`src/rtl/perf_cnt_collector_pkg.sv`:
```
`default_nettype none
// +----------------------------------------------------------------------------+
// | Module : perf_cnt_collector_pkg                                             |
// | Brief  : Shared defaults, state encodings and constants for the collector. |
// | Rev    : 1.0                                                                |
// +----------------------------------------------------------------------------+
package perf_cnt_collector_pkg;

  localparam int c_sum_wd_def  = 32;
  localparam int c_req_wd_def  = 10;
  localparam int c_scnt_wd_def = 16;

  // Wide enough for any supported SUM_WD; users slice down to their width.
  localparam logic [63:0] c_min_init = {64{1'b1}};

  localparam logic [2:0] c_st_idle     = 3'd0;
  localparam logic [2:0] c_st_divide   = 3'd1;
  localparam logic [2:0] c_st_update   = 3'd2;
  localparam logic [2:0] c_st_ack      = 3'd3;
  localparam logic [2:0] c_st_wait_low = 3'd4;

  typedef enum logic [2:0] {
    ST_IDLE     = c_st_idle,
    ST_DIVIDE   = c_st_divide,
    ST_UPDATE   = c_st_update,
    ST_ACK      = c_st_ack,
    ST_WAIT_LOW = c_st_wait_low
  } state_t;

endpackage
`default_nettype wire

```
`src/rtl/perf_cnt_serial_div.sv`:
```
`default_nettype none
// +----------------------------------------------------------------------------+
// | Module : perf_cnt_serial_div                                                |
// | Brief  : Restoring divider, one quotient bit per clock, fixed WD latency.   |
// | Rev    : 1.0                                                                |
// +----------------------------------------------------------------------------+
module perf_cnt_serial_div #(
  parameter int WD = 32
) (
  input  logic          i_bus_clk,
  input  logic          i_bus_rst_n,
  input  logic          i_start,
  input  logic [WD-1:0] i_dividend,
  input  logic [WD-1:0] i_divisor,
  output logic          o_busy,
  output logic          o_done,
  output logic [WD-1:0] o_quotient
);

  localparam int             c_cnt_wd = (WD > 1) ? $clog2(WD) : 1;
  localparam logic [c_cnt_wd-1:0] c_last = c_cnt_wd'(WD - 1);

  logic [WD-1:0]       r_rem;
  logic [WD-1:0]       r_quo;
  logic [WD-1:0]       r_div;
  logic [c_cnt_wd-1:0] r_cnt;
  logic                r_busy;

  logic [WD:0]         w_rem_shift;
  logic [WD:0]         w_diff;
  logic                w_ge;

  // The partial remainder is always below the divisor, so the WD+1 bit
  // difference never wraps and its top bit is a valid sign.
  assign w_rem_shift = {r_rem, r_quo[WD-1]};
  assign w_diff      = w_rem_shift - {1'b0, r_div};
  assign w_ge        = ~w_diff[WD];

  always_ff @(posedge i_bus_clk or negedge i_bus_rst_n) begin
    if (!i_bus_rst_n) begin
      r_rem  <= '0;
      r_quo  <= '0;
      r_div  <= '0;
      r_cnt  <= '0;
      r_busy <= 1'b0;
    end else if (i_start) begin
      r_rem  <= '0;
      r_quo  <= i_dividend;
      r_div  <= i_divisor;
      r_cnt  <= '0;
      r_busy <= 1'b1;
    end else if (r_busy) begin
      r_rem  <= w_ge ? w_diff[WD-1:0] : w_rem_shift[WD-1:0];
      r_quo  <= {r_quo[WD-2:0], w_ge};
      r_cnt  <= r_cnt + 1'b1;
      if (r_cnt == c_last) begin
        r_busy <= 1'b0;
      end
    end
  end

  // Done flags the cycle whose closing edge retires the last quotient bit.
  assign o_busy     = r_busy;
  assign o_done     = r_busy && (r_cnt == c_last);
  assign o_quotient = r_quo;

endmodule
`default_nettype wire

```
`src/rtl/perf_cnt_collector.sv`:
```
`default_nettype none
// +----------------------------------------------------------------------------+
// | Module : perf_cnt_collector                                                 |
// | Brief  : Captures a counter snapshot, averages it and keeps min/max stats.  |
// | Rev    : 1.0                                                                |
// +----------------------------------------------------------------------------+
module perf_cnt_collector
  import perf_cnt_collector_pkg::*;
#(
  parameter int SUM_WD  = c_sum_wd_def,
  parameter int REQ_WD  = c_req_wd_def,
  parameter int SCNT_WD = c_scnt_wd_def
) (
  input  logic               i_bus_clk,
  input  logic               i_bus_rst_n,
  input  logic               i_enable,
  input  logic               i_clear,
  input  logic               i_cnt_ready,
  input  logic [SUM_WD-1:0]  i_cnt_sum,
  input  logic [REQ_WD-1:0]  i_req_cnt,
  output logic               o_cp_cmplt,
  output logic [SUM_WD-1:0]  o_avg,
  output logic [SUM_WD-1:0]  o_max_avg,
  output logic [SUM_WD-1:0]  o_min_avg,
  output logic [SCNT_WD-1:0] o_sample_cnt,
  output logic               o_avg_valid,
  output logic               o_busy
);

  localparam logic [SUM_WD-1:0]  c_min_reset = c_min_init[SUM_WD-1:0];
  localparam logic [SCNT_WD-1:0] c_scnt_max  = {SCNT_WD{1'b1}};

  state_t              r_state;
  state_t              w_state_nxt;

  logic                r_req_nz;
  logic                r_cp_cmplt;
  logic [SUM_WD-1:0]   r_avg;
  logic [SUM_WD-1:0]   r_max_avg;
  logic [SUM_WD-1:0]   r_min_avg;
  logic [SCNT_WD-1:0]  r_sample_cnt;
  logic                r_avg_valid;
  logic                r_busy;

  logic                w_capture;
  logic                w_cp_cmplt_nxt;
  logic [SUM_WD-1:0]   w_avg_nxt;
  logic [SUM_WD-1:0]   w_max_nxt;
  logic [SUM_WD-1:0]   w_min_nxt;
  logic [SCNT_WD-1:0]  w_scnt_nxt;
  logic                w_avg_valid_nxt;
  logic                w_busy_nxt;

  logic [SUM_WD-1:0]   w_divisor;
  logic                w_div_busy;
  logic                w_div_done;
  logic [SUM_WD-1:0]   w_quotient;

  assign w_capture = (r_state == ST_IDLE) && i_enable && i_cnt_ready;
  assign w_divisor = SUM_WD'(i_req_cnt);

  // The divider loads straight from the inputs on the capture edge, so it
  // holds its own copy of the snapshot for the whole division.
  perf_cnt_serial_div #(
    .WD (SUM_WD)
  ) u_div (
    .i_bus_clk   (i_bus_clk),
    .i_bus_rst_n (i_bus_rst_n),
    .i_start     (w_capture),
    .i_dividend  (i_cnt_sum),
    .i_divisor   (w_divisor),
    .o_busy      (w_div_busy),
    .o_done      (w_div_done),
    .o_quotient  (w_quotient)
  );

  always_comb begin
    w_state_nxt     = r_state;
    w_cp_cmplt_nxt  = 1'b0;
    w_avg_valid_nxt = 1'b0;
    w_avg_nxt       = r_avg;
    w_max_nxt       = r_max_avg;
    w_min_nxt       = r_min_avg;
    w_scnt_nxt      = r_sample_cnt;

    unique case (r_state)
      ST_IDLE: begin
        if (w_capture) begin
          w_state_nxt = (i_req_cnt != '0) ? ST_DIVIDE : ST_UPDATE;
        end
      end
      ST_DIVIDE: begin
        // Leaving on an idle divider keeps the FSM from ever stalling here.
        if (w_div_done || !w_div_busy) begin
          w_state_nxt = ST_UPDATE;
        end
      end
      ST_UPDATE: begin
        w_state_nxt     = ST_ACK;
        w_avg_valid_nxt = 1'b1;
        if (r_req_nz) begin
          w_avg_nxt = w_quotient;
          w_max_nxt = (w_quotient > r_max_avg) ? w_quotient : r_max_avg;
          w_min_nxt = (w_quotient < r_min_avg) ? w_quotient : r_min_avg;
          if (r_sample_cnt != c_scnt_max) begin
            w_scnt_nxt = r_sample_cnt + 1'b1;
          end
        end else begin
          w_avg_nxt = '0;
        end
      end
      ST_ACK: begin
        w_state_nxt    = ST_WAIT_LOW;
        w_cp_cmplt_nxt = 1'b1;
      end
      ST_WAIT_LOW: begin
        // Holding here until ready drops stops a second copy of one snapshot.
        if (!i_cnt_ready) begin
          w_state_nxt = ST_IDLE;
        end
      end
      default: begin
        w_state_nxt = ST_IDLE;
      end
    endcase

    if (i_clear) begin
      w_max_nxt  = '0;
      w_min_nxt  = c_min_reset;
      w_scnt_nxt = '0;
    end

    w_busy_nxt = (w_state_nxt != ST_IDLE);
  end

  always_ff @(posedge i_bus_clk or negedge i_bus_rst_n) begin
    if (!i_bus_rst_n) begin
      r_state <= ST_IDLE;
    end else begin
      r_state <= w_state_nxt;
    end
  end

  always_ff @(posedge i_bus_clk or negedge i_bus_rst_n) begin
    if (!i_bus_rst_n) begin
      r_req_nz     <= 1'b0;
      r_cp_cmplt   <= 1'b0;
      r_avg        <= '0;
      r_max_avg    <= '0;
      r_min_avg    <= c_min_reset;
      r_sample_cnt <= '0;
      r_avg_valid  <= 1'b0;
      r_busy       <= 1'b0;
    end else begin
      if (w_capture) begin
        r_req_nz <= (i_req_cnt != '0);
      end
      r_cp_cmplt   <= w_cp_cmplt_nxt;
      r_avg        <= w_avg_nxt;
      r_max_avg    <= w_max_nxt;
      r_min_avg    <= w_min_nxt;
      r_sample_cnt <= w_scnt_nxt;
      r_avg_valid  <= w_avg_valid_nxt;
      r_busy       <= w_busy_nxt;
    end
  end

  assign o_cp_cmplt   = r_cp_cmplt;
  assign o_avg        = r_avg;
  assign o_max_avg    = r_max_avg;
  assign o_min_avg    = r_min_avg;
  assign o_sample_cnt = r_sample_cnt;
  assign o_avg_valid  = r_avg_valid;
  assign o_busy       = r_busy;

endmodule
`default_nettype wire

```
`config.mk`:
```
export PLATFORM = sky130hd
export DESIGN_NAME = perf_cnt_collector
export DESIGN_NICKNAME = d
export VERILOG_FILES = /design/src/rtl/perf_cnt_collector_pkg.sv /design/src/rtl/perf_cnt_serial_div.sv /design/src/rtl/perf_cnt_collector.sv
export SDC_FILE = /design/constraint.sdc
export NUM_CORES = 1
export LEC_CHECK = 0
export CAP_MARGIN = 30
export CORE_ASPECT_RATIO = 0.7
export CORE_MARGIN = 1.5
export CORE_UTILIZATION = 45
export CTS_BUF_LIST = sky130_fd_sc_hd__clkbuf_16
export DETAILED_ROUTE_END_ITERATION = 10
export DONT_BUFFER_PORTS = 1
export HOLD_SLACK_MARGIN = 0.08
export PLACE_DENSITY = 0.72
export SLEW_MARGIN = 15
export SYNTH_ARGS = -nofsm -noshare
export SYNTH_HDL_FRONTEND = slang
export SYNTH_SLANG_ARGS = --single-unit
export TNS_END_PERCENT = 5
```
`constraint.sdc`:
```
create_clock -name i_bus_clk -period 5.5 [get_ports i_bus_clk]
set_input_delay 1.1 -clock i_bus_clk [delete_from_list [all_inputs] [get_ports i_bus_clk]]
set_output_delay 1.1 -clock i_bus_clk [all_outputs]
set_load 0.1 [all_outputs]
```
## After elaboration in Yosys (flattened, before gate mapping)

Index checks and enable logic that the tools add are counted.

| storage, ports and cells | value |
|---|---|
| register bits | 199 |
| output and inout port bits | 115 |
| input bits | 47 |
| logic and storage cells | 73 |

| cells by class | value |
|---|---|
| equality and inequality tests | 6 |
| order comparisons | 2 |
| mux-type cells | 30 |
| bitwise operators | 1 |
| add/sub/neg operators | 3 |
| reduce and logical (&&, ||, !) cells | 17 |

Operators with widths:

| cell | number |
|---|---|
| 32-bit two-way mux | 14 |
| 16-bit two-way mux | 4 |
| 33-bit by 10-bit subtractor with 33-bit output | 1 |
| 32-bit > comparator | 1 |
| 32-bit < comparator | 1 |
| 16-bit by 1-bit adder with 16-bit output (second input constant) | 1 |
| 16-bit != test (second input constant) | 1 |
| 3-bit one-hot mux with 5 select lines | 1 |
| 2-bit nonzero test | 6 |
| 5-bit two-way mux | 2 |
| 10-bit nonzero test | 1 |
| 3-bit two-way mux | 3 |
| 3-bit AND reduction | 3 |
| 3-bit by 2-bit equality test with 1-bit output (second input constant) | 2 |
| 5-bit by 1-bit adder with 5-bit output (second input constant) | 1 |
| 5-bit equality test (second input constant) | 1 |
| 1-bit two-way mux | 5 |
| 3-bit by 1-bit equality test with 1-bit output (second input constant) | 1 |
| 3-bit equality test (second input constant) | 1 |
| 1-bit logical AND | 3 |
| 3-bit zero test | 1 |
| 3-bit nonzero test | 1 |
| 2-bit two-way mux | 1 |
| 1-bit zero test | 1 |
| other kinds (2) | 2 |

## Logic depth before layout (Yosys ltp)

Gate-level depths: netlist of the first run.

| depth | value |
|---|---|
| word-level depth | 6 |
| depth in mapped cells | 12 |
| depth with buffers taken out | 11 |

## Modules after synthesis

From an unflattened synthesis of the first run, not the netlist that was laid out.

| second synthesis, totals | value |
|---|---|
| cells, all modules | 1388 |
| area, all modules | 13007.5 µm² |

Modules (own cells, without submodules):

| module | times used | sequential area each (µm²) | area each (µm²) | cells an instance |
|---|---|---|---|---|
| perf_cnt_collector | 1 | 3017.9 | 6678.9 | 675 |
| perf_cnt_serial_div | 1 | 2552.4 | 6328.6 | 713 |

## Worst setup path before layout of the first run

OpenSTA, ideal clock, no wires.

| timing | value |
|---|---|
| path kind | reg-to-reg |
| start point | register r_min_avg[29], in the netlist o_min_avg[29] |
| end point | register r_min_avg[10], in the netlist o_min_avg[10] |
| cell stages (with the launch flop) | 12 |
| arrival | 3232 ps |
| buffers on the path | 1 |
| library setup time | 79 ps |
| slack | 2189 ps |
| clock period less this slack | 3311 ps |
| required time | 5421 ps |
| path through | dfstp_2 -> inv_1 -> ha_1 -> a211oi_1 -> o211ai_1 -> a2111oi_0 -> a21oi_1 -> nand2_1 -> a2bb2oi_1 -> clkbuf_1 -> a21oi_1 -> o21ai_0 |

| on the way | value |
|---|---|
| longest elaborated chain between the ends | 3 |

RTL lines:

| what | RTL line | source |
|---|---|---|
| from (decl) | perf_cnt_collector.sv:40 | `logic [SUM_WD-1:0] r_min_avg;` |
| from (signal assigned) | perf_cnt_collector.sv:150 | `r_min_avg <= c_min_reset;` |
| from (signal assigned) | perf_cnt_collector.sv:161 | `r_min_avg <= w_min_nxt;` |
| 32-bit < comparator | perf_cnt_collector.sv:104 | `w_min_nxt = (w_quotient < r_min_avg) ? w_quotient : r_min_avg;` |
| 2-bit nonzero test (no line) | -- |  |
| 3-bit AND reduction (no line) | -- |  |

Every way passes these cells.
A chain may end at the register's enable or synchronous reset.

## Final worst setup path of the first run

| timing | value |
|---|---|
| start point | register r_min_avg[29], in the netlist o_min_avg[29] |
| end point | register r_min_avg[8], in the netlist o_min_avg[8] |

Same word-level chain as after synthesis.

==> results of run 1 <==
==> cell type report <==
type                       instances  area, um^2
clock buffer                      17       425.4
tap                              318       397.9
multi-input combinational        801        5215
sequential                       199        5024
clock inverter                    15       128.9
fill                            2165       11920
timing repair buffer              12       111.4
inverter                          81       304.0
==> flip-flops by register name, summed over array words and instances, names as in the netlist <==
name              flops
o_avg                32
o_avg_valid           1
o_busy                1
o_cp_cmplt            1
o_max_avg            32
o_min_avg            32
o_sample_cnt         16
r_req_nz              1
r_state               3
u_div.o_busy          1
u_div.o_quotient     32
u_div.r_cnt           5
u_div.r_div          10
u_div.r_rem          32
==> layer usage <==
layer / track usage / routed length, um / share of wire / vias up
li1: - / - / - / 3910
met2: 0.3235 / 11070 / 0.42 / 211
met3: 0.06894 / 2000 / 0.077 / 21
met4: 0.05867 / 284 / 0.011 / 0
met5: 0 / 0 / 0 / -
met1: 0.3054 / 12720 / 0.49 / 3963
==> report_power, final <==
part	leakage, nW	switching, mW	internal [mW]
clock	0.261	0.585	0.625
sequential	2.49	2.16	2.03
combinational	2.97	1.34	1.07
==> worst max-delay path, cell delays in order, from the launching register on <==
cell,delay [ns]
dfstp_2,0.88
inv_1,0.13
ha_1,0.34
a211oi_1,0.25
o211ai_1,0.14
a2111oi_0,0.68
a21oi_1,0.27
nand2_1,0.18
a2bb2oi_4,0.57
buf_4,0.41
a21oi_1,0.12
o21ai_0,0.10
==> through the flow <==
stage / std cells / util / hold WS, ns / power [mW] / setup WS, ns
finish: 1443 / 0.4934 / 0.3478 / 7.807 / 1.343
global route: 1443 / 0.4934 / 0.3263 / 8.341 / 0.9626
CTS: 1441 / 0.4920 / 0.3298 / 7.826 / 1.397
detailed placement: 1409 / 0.4685 / 0.4839 / 6.588 / 1.441
global placement: 1408 / 0.4680 / 0.4870 / 6.460 / 1.657
floorplan: 1138 / - / 0.4523 / 5.924 / 2.189
==> cells in the final DEF, fill, tap and decap left out, drive strengths merged, types with 12 or more instances in the layout <==
cell,count
xnor2,24
nor4,12
nor2,81
nand2,134
nand3,44
clkbuf,18
ha,76
o21ai,122
dfrtp,167
xor2,22
mux2i,74
inv,83
dfstp,32
a21oi,92
nand4,18
==> logic make-up after synthesis <==
kind of cell,count (synthesis),share of synthesized area
AOI/OAI and AO/OA,256,0.1313
buffers and inverters,138,0.04949
xor gates and xnor gates,46,0.03749
adders and majority gates,77,0.09036
and+or+nand+nor,346,0.1531
DFF,199,0.4672
muxes,76,0.07103
==> worst paths after layout <==
path	startpoint	to	slack [ns]	cells after the start
hold reg to reg	u_div.r_div[0]$_DFFE_PN0P_	u_div.r_div[0]$_DFFE_PN0P_	0.50	2
max in group asynchronous	i_bus_rst_n	o_min_avg[29]$_DFFE_PN1P_	4.74	0
hold / removal	i_bus_rst_n	o_avg[13]$_DFFE_PN0P_	0.35	0
min in group i_bus_clk	u_div.r_div[0]$_DFFE_PN0P_	u_div.r_div[0]$_DFFE_PN0P_	0.50	2
setup reg to reg	o_min_avg[29]$_DFFE_PN1P_	o_min_avg[8]$_DFFE_PN1P_	1.34	11
setup / recovery	o_min_avg[29]$_DFFE_PN1P_	o_min_avg[8]$_DFFE_PN1P_	1.34	11
==> results by stage, run 1 <==
Clock network:
- Clock tree synthesis selected as its root buffer the cell clkbuf_16.
- Clock tree synthesis inserted a total of 17 buffers.
- TritonCTS built the clock tree.
- CTS built an H-tree with a depth of 4.
- The number of setup buffers added after CTS is 0.
- The latest clock arrival within the worst-skew pair is between 0.4 and 0.5 ns.
- The clock net sink count is a little under 200.
- In this run, post-CTS repair resized a total of 0 instances.
- The number of buffers between clock root and the deepest sink is 2.
- The clock edge transition at the registers on the reported setup and hold paths is 0.07 ns.
- The number of hold buffers added after CTS was 0.

Critical path:
- The kind of end point of the critical path is a flip-flop.
- The launching element type of the critical path is a flip-flop.
- For the worst setup path, the data required time is 5.87 ns.
- The worst path arrival time is 4.53 ns.
- The worst setup path is of the reg -> reg kind.
- The critical-path maximum fanout is 33.

Global routing:
- The number of antenna violations at the first check in global routing is 0.
- Entering global routing, the biggest net connects 200 pins.
- The first global-routing pass estimated roughly 43000 um of wire.
- Summed over all layers, the global routing overflow is 0.
- The overall track demand over capacity in global routing is 0.2173.
- The via count of the first global-routing pass was 7881.

Pwr:
- For this design the ratio of total power to cell area is 672.6 nW/um^2.
- The maximum VDD drop is 0.0005018 V.
- For this design the static power due to leakage is 5.722 nW.

Finish:
- The count of antenna diodes in the layout is 0.
- The number of nets at the end of the flow is about 1200.
- The post-route cell area is between 10000 and 15000 um^2.
- The area growth from synthesis to final layout is 8.011%.
- Of the cells placed in the final design, the portion with a size suffix greater than 1 is 0.08000.

Synth:
- The mean post-synth cell area is 9.442 um^2.
- Synthesis produced a netlist with a net count of approximately 1300.
- The synthesized design contains 199 register bits.
- For this run, the register share of the synthesized area comes to 0.4672.
- For this run, the number of Yosys warnings is 0.
- Yosys instantiated no cell more often than dfrtp_1.
- Counting flops with a built-in enable in the synthesized netlist gives 0.
- The number of different library cells used by synthesis comes to 59.
- Sorting the synthesized cells by area gives the leading types as dfrtp_1 (39%), ha_1 (8.8%), dfstp_2 (7.8%).
- The synthesized netlist cell count is 1138.
- The most frequently used flop master after synthesis is dfrtp_1.
- The cell type contributing the most total cell area after synthesis is dfrtp_1.
- The post-synthesis async set-or-reset flop share is 1.000.
- The share of synthesized area in the top cell type comes to 0.3889.
- The post-synthesis instance area is 10750 um^2.
- After synthesis, the most frequently instantiated cells are dfrtp_1 (167), nand2_1 (134), o21ai_0 (120).

Placement:
- The post-detailed-placement cell area is 11020 um^2.
- The detailed-placement wirelength estimate is 17680 um.
- The final estimated routing congestion in global placement is 0.8237.
- The count of buffers added on input and output ports is 0.

Floorplanning:
- For this configuration, the core starts out at a cell density of 0.4568.
- The die area is 24830 um^2.
- Row generation in the floorplan step produced 47 rows.
- The y dimension of the die is 132.3 um.
- The top-level port count is between 150 and 200.
- The die is 187.7 um wide.
- The region available for standard cell placement spans 23520 um^2.

STA:
- Setup violations remaining at the end of the flow were counted as 0.
- Setup repair after global routing left no endpoint under its margin.
- The count of final max-slew check failures is 0.
- The final setup TNS is 0 ns.
- For the pin with the worst max-slew slack, the measured transition is 1.012 ns.
- The worst slew margin relative to its limit is 0.3257.
- The highest clock frequency the design can meet is 0.2406 GHz.
- The minimum clock period after layout is 4.157 ns.
- The setup clock skew after layout is 0.01083 ns.
- In the finished design, the share of the clock period the worst path needs comes to 0.7558.
- The count of endpoints failing hold in the final timing report was 0.

Drt:
- Summed over all layers, the routed wires come to 26080 um.
- The mean number of vias per cell is around 5.6.
- The detailed router finished its first iteration with 428 violations.
- The remaining routing DRC violations is 0.
- The count of nets left with antenna violations after detail routing is 0.
- The routed length per placed instance is 18.07 um.
- The first detailed-routing pass ran for 5 iterations.
- Detailed routing inserted a total of 8105 vias.

Worst hold path:
- The kind of path behind the tightest hold check is in -> async.

Run:
- The number of maximum-capacitance violations is 0.

Status:
- The flow ran to the end, and the final reports show no timing, DRC or antenna violations.
Note: power is estimated with default switching activity, not from simulation.
==> run 2: changes to the inputs <==
--- a/config.mk
+++ b/config.mk
@@ -13,7 +13,7 @@
 export DETAILED_ROUTE_END_ITERATION = 10
 export DONT_BUFFER_PORTS = 1
 export HOLD_SLACK_MARGIN = 0.08
-export PLACE_DENSITY = 0.72
+export PLACE_DENSITY = 0.74
 export SLEW_MARGIN = 15
 export SYNTH_ARGS = -nofsm -noshare
 export SYNTH_HDL_FRONTEND = slang
==> constraint.sdc (replaced) <==
create_clock -name i_bus_clk -period 3.4 [get_ports i_bus_clk]
set_input_delay 0.68 -clock i_bus_clk [delete_from_list [all_inputs] [get_ports i_bus_clk]]
set_output_delay 0.68 -clock i_bus_clk [all_outputs]
set_load 0.1 [all_outputs]
==> run 2 against run 1 <==
  * Sequential cell count is the same
  * Worst setup slack lost 1.0 ns
  * First-iteration DRC count grew 18%
  * Non-clock buffer count grew 82
  * Clock skew shrank 0.0011 ns
  * Critical path depth shrank 1
  * Die area is the same
  * The flow now finishes with violations (hold timing)
  * Largest power group unchanged
  * Critical endpoint is now o_max_avg[18]$_DFFE_PN0P_
  * Cell area grew 5.6%
  * Via count grew 4.3%
  * Combinational power grew 130%
  * Fmax grew 35%
==> results by stage, run 2 (synthesis results as in run 1) <==
Finish:
- In the layout the commonest cells are dfrtp_1 (166), nand2_1 (134), o21ai_0 (120), a21oi_1 (92), buf_4 (91).
- The most common cell after layout, fill and taps aside is dfrtp_1.
- The area growth from synthesis to final layout is 14.10%.
- The post-route cell area is 12260 um^2.
- The number of nets at the end of the flow is 1318.
- The number of antenna diodes in the final layout is 0.
- Of the cells placed in the final design, the portion with a size suffix greater than 1 is 0.1400.

STA:
- The minimum clock period after layout is 3.087 ns.
- The worst slew margin relative to its limit is 0.3555.
- Setup violations remaining at the end of the flow were counted as 0.
- The worst-margin pin slew is 0.9668 ns.
- On the final layout, the worst hold slack is -0.05416 ns.
- The count of final max-slew check failures is 0.
- Adding up every negative setup slack in the final design gives 0 ns.
- Derived from the worst setup path, the maximum achievable clock frequency is 0.3239 GHz.
- In the finished design, the share of the clock period the worst path needs comes to 0.9080.
- Setup repair after global routing left no endpoint under its margin.
- After layout, the worst setup slack is 0.3128 ns.
- For the final database, setup skew stands at 0.009711 ns.
- The count of endpoints failing hold in the final timing report is 33.

Global routing:
- The maximum number of pins on one net before global-route repair is 200.
- The overall track demand over capacity in global routing is 0.2228.
- The via count of the first global-routing pass is 8318.
- The number of antenna violations at the first check in global routing came to 0.
- The global-route wire length before repair is 44110 um.
- The total congestion overflow after global routing is 0.

Placement:
- Buffers placed on the I/O ports in this run total 0.
- The post-detailed-placement cell area is 11680 um^2.
- The congestion estimate from routability-driven global placement came to between 0.8 and 0.9.
- The worst slack at placement is 0.3706 ns.
- The detailed-placement wirelength estimate is 18480 um.

Drt:
- For this block, the initial DRC count from the detailed router was 507.
- For this block, the via count after detailed routing is roughly 8500.
- The mean number of vias per cell is 5.542.
- For this run, design rule violations remaining after detail routing come to 0.
- Dividing the detail-routed wire length by the instance count gives 17.70 um.
- The pre-antenna-repair detailed-routing pass consisted of 5 iterations.
- For this block, the routed nets add up to 26990 um of wire.
- Once detail routing completed, the nets flagged for antenna violations numbered 0.

Clock network:
- The buffer count from post-CTS setup fixing is 0.
- In this run the clock root is driven by a clkbuf_16.
- The number of levels the H-tree was split into is 4.
- The clock net sink count is between 150 and 200.
- The number of buffers between clock root and the deepest sink is 2.
- Clock-pin slew was measured on the worst setup and hold paths at 0.07 ns.
- The later pin in the worst-skew pair is clocked with a latency of 0.44 ns.
- Clock tree synthesis inserted a total of 17 buffers.
- The count of instances resized after the clock tree is built is 0.
- TritonCTS built the clock tree.

Floorplanning:
- Row generation in the floorplan step produced 47 rows.
- The y dimension of the die is 132.3 um.
- The core region is 23520 um^2.
- The die area is 24830 um^2.
- The die width is 187.7 um.
- Pin placement for this block handled about 160 I/O pins.
- The initial utilization of the core area, before any placement, comes to 0.4568.

Pwr:
- The leakage dissipation is 6.150 nW.
- The overall power consumption is 13.00 mW.
- VDD sags by at most 0.0008097 V.
- Power spread over the standard cell area amounts to 1060 nW/um^2.

Critical path:
- The worst path required time is 3.72 ns.
- The worst path arrival time is 3.41 ns.
- Along the worst path, the maximum fanout reaches 25.
- The most critical setup path has its startpoint at u_div.o_quotient[28]$_DFFE_PN0P_.
- The launching element type of the critical path is a flip-flop.
- In this run the critical register-to-register path is launched from u_div.o_quotient[28]$_DFFE_PN0P_.
- The kind of end point of the critical path is a flip-flop.
- The type of the setup path with the least slack is reg -> reg.

Status:
- The run finished, with violations left.
- The final reports fail on hold timing.

Run:
- The tool flagged a number of max-cap violations equal to 0.

Worst hold path:
- The kind of path behind the tightest hold check is in -> async.
## run 2: changes by cell type in the layout (fill, tap and decap cells not counted), sizes merged
cell and delta:
inv +2, buf +83, bufinv +1, clkbuf -1, clkinvlp -3
## run 2: final timing paths
check / end / slack (ns) / cells past startpoint
min in group i_bus_clk: o_sample_cnt[6]$_DFFE_PN0P_ / 0.31 / 1
setup / recovery: o_max_avg[18]$_DFFE_PN0P_ / 0.31 / 10
max in group asynchronous: o_min_avg[27]$_DFFE_PN1P_ / 3.05 / 0
setup reg to reg: o_max_avg[18]$_DFFE_PN0P_ / 0.31 / 10
hold reg to reg: o_min_avg[0]$_DFFE_PN1P_ / 0.52 / 2
hold / removal: o_avg[13]$_DFFE_PN0P_ / -0.05 / 0
## run 2: area by class of cell
cell class	instances	area, um^2
well taps	318	397.9
clock inverters	15	151.4
repair buffers	94	743.2
clock buffers	17	425.4
fillers	2136	11260
multi-input cells	801	5215
flip-flops and latches	199	5024
inverters	81	304.0
## run 2: worst max-delay path, stage by stage, from the launching register on
cell      delay [ns]
dfrtp_1         0.48
ha_1            0.33
o21ai_0         0.21
a21oi_1         0.11
a221oi_1        0.49
nand2_1         0.18
o41a_1          0.39
o211ai_1        0.16
buf_12          0.26
mux2i_1         0.27
nor2_1          0.07
## run 2: where the power goes
part	internal [mW]	switching, mW
Clock	1.09	0.933
Combinational	1.99	3.45
Sequential	3.25	2.29
Total	6.33	6.67
## run 2: per-stage QoR
stage | instances | utilization
after floorplan | 1138 | -
after global placement | 1493 | 0.4967
after detailed placement | 1493 | 0.4967
after CTS | 1525 | 0.5212
after global routing | 1525 | 0.5212
final | 1525 | 0.5212
## run 2: per-layer routing
metal | track usage | vias up | routed length [um]
li1 | - | 4055 | -
met1 | 0.3200 | 4126 | 12820
met2 | 0.3401 | 254 | 11990
met3 | 0.05856 | 16 | 1974
met4 | 0.04489 | 0 | 198
met5 | 0 | - | 0
==> RTL edit 1 (config.mk and constraints of run 2) <==
`c_scnt_wd_def`: 16 -> 32.
--- a/src/rtl/perf_cnt_collector_pkg.sv
+++ b/src/rtl/perf_cnt_collector_pkg.sv
@@ -9,5 +9,5 @@
   localparam int c_sum_wd_def  = 32;
   localparam int c_req_wd_def  = 10;
-  localparam int c_scnt_wd_def = 16;
+  localparam int c_scnt_wd_def = 32;
 
   // Wide enough for any supported SUM_WD; users slice down to their width.
Ports: changed (resized o_sample_cnt); port bits go from 162 to 178. The function was not compared with the original's and may differ.
==> RTL edit 1 against run 2 <==
The run still ends with negative hold slack left; wire length increased by 15%; count of clock-buffer cells in the layout increased by 6; critical path depth increased by 1; worst setup slack got worse by 72 ps; via count increased by 15%; critical endpoint is now u_div.r_rem[19]; sequential cell count increased by 16; sequential power decreased by 7.0%; synthesized area increased by 12%; first-iteration DRC count increased by 31%; power decreased by 1.9%; cell area increased by 15%.
==> RTL edit 1: results (changes against run 2) <==
\begin{tabular}{lr}
\hline
Metric & Value \\
\hline
\multicolumn{2}{l}{\textbf{Power}} \\
\quad Switching Share & 46.93\% (-4.4 points) \\
\quad Total clock network power & 2.58 mW (+28\%) \\
\quad Register share of total power & 40.4\% (-2.3 points) \\
\quad Leakage power figure & 6.725 nW (+9.4\%) \\
\multicolumn{2}{l}{\textbf{GRT}} \\
\quad Met1 demand-to-capacity share in global routing & 33.05\% (+1.0 points) \\
\quad Wire length of the first global-routing pass & 49.82 mm (+13\%) \\
\quad Global routing usage summed across all routing layers & 22.26\% (about the same) \\
\quad Global routing usage on met3 & 4.605\% (-1.3 points) \\
\quad Via count of the first global-routing pass & 9305 (+12\%) \\
\multicolumn{2}{l}{\textbf{Placed design}} \\
\quad HPWL after DPL & 21.63 mm (+17\%) \\
\quad Placed cell area & 0.01322 mm2 (+13\%) \\
\quad Final weighted congestion in routability-driven placement & 0.8823 (+6.4\%) \\
\multicolumn{2}{l}{\textbf{Final layout}} \\
\quad Nets & 1509 (+14\%) \\
\quad Filler cells & 2318 (+8.5\%) \\
\quad FF/Latch Area & 0.005424 mm2 (+8.0\%) \\
\quad Fin cells & 1759 (+15\%) \\
\quad Layout cells sized above 1 & 15.91\% (+1.9 points) \\
\multicolumn{2}{l}{\textbf{Critical path}} \\
\quad Largest fanout on the critical path & 11 (-56\%) \\
\quad Biggest cell delay along the critical path & 440 ps (-50 ps) \\
\quad Arrival @ worst endpoint & 3590 ps (+180 ps) \\
\quad Worst setup slack for register-to-register paths & 240 ps (-70 ps) \\
\quad Crit path max-delay cell type & dfrtp\_1 \\
\multicolumn{2}{l}{\textbf{Timing}} \\
\quad Transition at the pin with the smallest max-transition slack & 967.6 ps (+0.7426 ps) \\
\quad Hold violation count in the final report & 183 (+450\%) \\
\quad Worst hold margin & -139.7 ps (-85.52 ps) \\
\multicolumn{2}{l}{\textbf{Synth}} \\
\quad Post-synthesis mux area share & 5.775\% (-1.3 points) \\
\quad Leading cell types by count after synthesis & dfrtp\_1 (183), nand2\_1 (142), nor2\_1 (103) \\
\quad Post-Synth XOR/XNOR Area & 4.086\% (+0.34 points) \\
\quad Sequential fraction of the synthesis area & 45.16\% (-1.6 points) \\
\quad Post-synthesis net count & 1408 (+12\%) \\
\quad Biggest area contributors in the synthesized netlist & dfrtp\_1 (38\%), ha\_1 (7.9\%), dfstp\_2 (7.0\%) \\
\quad Compound-gate portion of the synthesized area & 11.88\% (-1.3 points) \\
\multicolumn{2}{l}{\textbf{Clocking}} \\
\quad Number of buffers created by CTS & 23 (+6) \\
\quad Worst-Skew Late Latency & 520 ps (+80 ps) \\
\multicolumn{2}{l}{\textbf{Routing}} \\
\quad Total wire length after detailed routing & 31.06 mm (+15\%) \\
\quad Routed vias & 9714 (+15\%) \\
\quad Total length of routed met2 wires & 13.42 mm (+12\%) \\
\quad Wire length on met1 & 14.81 mm (+16\%) \\
\multicolumn{2}{l}{\textbf{Run status}} \\
\quad Status & finished, violations left \\
\quad Failing checks & negative hold slack \\
\hline
\end{tabular}
## RTL edit 1: path summary, 6_finish.rpt
path                                           start               end  depth (start not counted)
min in group i_bus_clk                       i_clear  o_sample_cnt[16]                          1
worst max register to register  u_div.o_quotient[31]   u_div.r_rem[19]                         11
worst max-delay path            u_div.o_quotient[31]   u_div.r_rem[19]                         11
max in group asynchronous                i_bus_rst_n     o_min_avg[25]                          0
worst min-delay path                     i_bus_rst_n         o_avg[13]                          0
worst min register to register        u_div.r_cnt[3]    u_div.r_cnt[3]                          2
## RTL edit 1: final cells by class
cell class	count	area share [%]
Clock inverter	19	1.342
Timing Repair Buffer	144	7.855
Inverter	76	2.026
Multi-Input combinational cell	925	43.00
Sequential cell	215	38.52
Tap cell	357	3.172
Clock buffer	23	4.087
## RTL edit 1: what timing repair did
item | CTS | global route
endpoints found under the setup margin | 0 | 20
endpoints found under the hold margin | 215 | 208
resized for setup | 0 | 1
setup buffers | 0 | 11
==> RTL edit 2 (settings of run 2) <==
Made on the original files. Make the reset (`i_bus_rst_n`) synchronous in 3 clocked blocks.
--- a/src/rtl/perf_cnt_serial_div.sv
+++ b/src/rtl/perf_cnt_serial_div.sv
@@ -37,5 +37,5 @@
   assign w_ge        = ~w_diff[WD];
 
-  always_ff @(posedge i_bus_clk or negedge i_bus_rst_n) begin
+  always_ff @(posedge i_bus_clk) begin
     if (!i_bus_rst_n) begin
       r_rem  <= '0;
--- a/src/rtl/perf_cnt_collector.sv
+++ b/src/rtl/perf_cnt_collector.sv
@@ -134,5 +134,5 @@
   end
 
-  always_ff @(posedge i_bus_clk or negedge i_bus_rst_n) begin
+  always_ff @(posedge i_bus_clk) begin
     if (!i_bus_rst_n) begin
       r_state <= ST_IDLE;
@@ -142,5 +142,5 @@
   end
 
-  always_ff @(posedge i_bus_clk or negedge i_bus_rst_n) begin
+  always_ff @(posedge i_bus_clk) begin
     if (!i_bus_rst_n) begin
       r_req_nz     <= 1'b0;
Check against the original RTL: differs if i_bus_rst_n is asserted again (counterexample within 4 cycles, from zero or initial values and one cycle with i_bus_rst_n low); with i_bus_rst_n held inactive, the same outputs for 10 cycles.
==> RTL edit 2 against run 2 <==
Synthesized cell count rose by 12%; global-route usage is 1.8 points higher; cell area rose by 0.39%; worst hold slack improved by 430 ps; sequential cell count stayed put; worst setup slack worse by 34 ps; sequential share of layout area is 8.6 points lower; synthesized area shrank 0.23%; wire length up 9.7%; critical endpoint is now o_min_avg[22]; largest cell class unchanged; highest routed layer unchanged.
Power is not compared: it rests on default switching activity, and its combinational part moved more than twofold at a synthesized area within 25%.
==> RTL edit 2: results (changes against run 2) <==
\begin{tabular}{lr}
\hline
Metric & Value \\
\hline
\multicolumn{2}{l}{\textbf{Run status}} \\
\quad Status & complete, no violations \\
\multicolumn{2}{l}{\textbf{GRT}} \\
\quad Wire length of the first global-routing pass & 47.77 mm (+8.3\%) \\
\quad Number of antenna violations at the first check in global routing & 0 (unchanged) \\
\quad Global routing usage summed across all routing layers & 24.11\% (+1.8 points) \\
\quad Largest net degree at the start of global routing & 97 (-52\%) \\
\quad Via count of the first global-routing pass & 8918 (+7.2\%) \\
\multicolumn{2}{l}{\textbf{Critical path}} \\
\quad Worst setup slack for register-to-register paths & 280 ps (-30 ps) \\
\quad Largest fanout on the critical path & 40 (+60\%) \\
\quad Endpoint of the most critical register-to-register path & o\_min\_avg[22] \\
\quad Worst reg2reg startpoint & o\_min\_avg[13] \\
\multicolumn{2}{l}{\textbf{Timing}} \\
\quad Worst setup skew after layout & 11.67 ps (+1.957 ps) \\
\quad Hold violation count in the final report & 0 (-100\%) \\
\quad Worst hold margin & 372.5 ps (+426.7 ps) \\
\quad Final Cycle Share & 91.79\% (+0.99 points) \\
\multicolumn{2}{l}{\textbf{Final layout}} \\
\quad Nets & 1452 (+10\%) \\
\quad Layout cells sized above 1 & 14.24\% (+0.24 points) \\
\quad Antenna Diode Count & 0 (unchanged) \\
\multicolumn{2}{l}{\textbf{Min path}} \\
\quad Number of cells traversed by the worst hold path & 2 \\
\multicolumn{2}{l}{\textbf{Power}} \\
\quad Switching Share & between 30\% and 40\% \\
\multicolumn{2}{l}{\textbf{Clocking}} \\
\quad Root Buffer Master & clkbuf\_16 \\
\multicolumn{2}{l}{\textbf{Placed design}} \\
\quad IO Port Bufs & 0 (unchanged) \\
\quad Final weighted congestion in routability-driven placement & 0.8843 (+6.6\%) \\
\quad HPWL after DPL & 20.80 mm (+13\%) \\
\multicolumn{2}{l}{\textbf{Synth}} \\
\quad Share of synthesized registers carrying an async set or reset & 0\% (-100 points) \\
\quad Post-synthesis net count & 1396 (+11\%) \\
\quad Cell variety after synth & 57 (-3.4\%) \\
\quad Sequential fraction of the synthesis area & 37.16\% (-9.6 points) \\
\quad Biggest area contributors in the synthesized netlist & dfxtp\_1 (37\%), ha\_1 (8.9\%), mux2i\_1 (6.7\%) \\
\quad Leading register cell type out of synthesis & dfxtp\_1 \\
\quad Leading cell types by count after synthesis & dfxtp\_1 (199), nand2\_1 (184), o21ai\_0 (83) \\
\multicolumn{2}{l}{\textbf{Routing}} \\
\quad Number of DRC markers in iteration 0 & 560 (+10\%) \\
\quad Drt first pass iters & 6 (+1) \\
\quad Total wire length after detailed routing & 29.60 mm (+9.7\%) \\
\quad Routed vias & 9252 (+9.5\%) \\
\hline
\end{tabular}
## RTL edit 2: area by class of cell
| class | count | area [um2] |
|---|---|---|
| clock buffers | 17 | 425.4 |
| fillers | 2186 | 11210 |
| inverters | 80 | 300.3 |
| clock inverters | 15 | 161.4 |
| repair buffers | 114 | 875.8 |
| well taps | 318 | 397.9 |
| flip-flops and latches | 199 | 3988 |
| multi-input cells | 916 | 6160 |
## RTL edit 2: routing by layer
metal	routed length [um]	up-vias	track usage, %	part of all wire (%)
met1	14080	4349	33.72	48
met3	2579	37	7.320	8.7
met4	587	0	7.422	2.0
li1	-	4580	-	-
met5	0	-	0	0
met2	12350	286	35.56	42
## RTL edit 2: cell families after synthesis
logic type / share of synthesized area [%]
multiplexers: 6.723
XOR/XNOR: 2.451
AO/OA/AOI/OAI: 17.01
buffers and inverters: 5.707
AND/OR/NAND/NOR: 21.90
adder cells (fa/ha/maj): 9.057
flip-flops: 37.16
## RTL edit 2: worst max-delay path, stage by stage (launching register included)
cell and delay, ps:
dfxtp_1 330, inv_1 50, ha_1 300, a21o_1 160, a21oi_1 140, nor2b_1 100
a2111oi_0 650, a21oi_4 380, buf_4 320, or3b_2 490, nand3_1 100
## RTL edit 2: stage by stage
step / total power, mW / util (%) / cell area (um2) / cells
2_1_floorplan: 3.895 / - / 10720 / 1272
3_3_place_gp: 4.254 / 49.77 / 11710 / 1626
3_5_place_dp: 4.297 / 49.83 / 11720 / 1627
4_1_cts: 6.366 / 52.32 / 12310 / 1659
5_1_grt: 6.681 / 52.32 / 12310 / 1659
6_report: 6.346 / 52.32 / 12310 / 1659
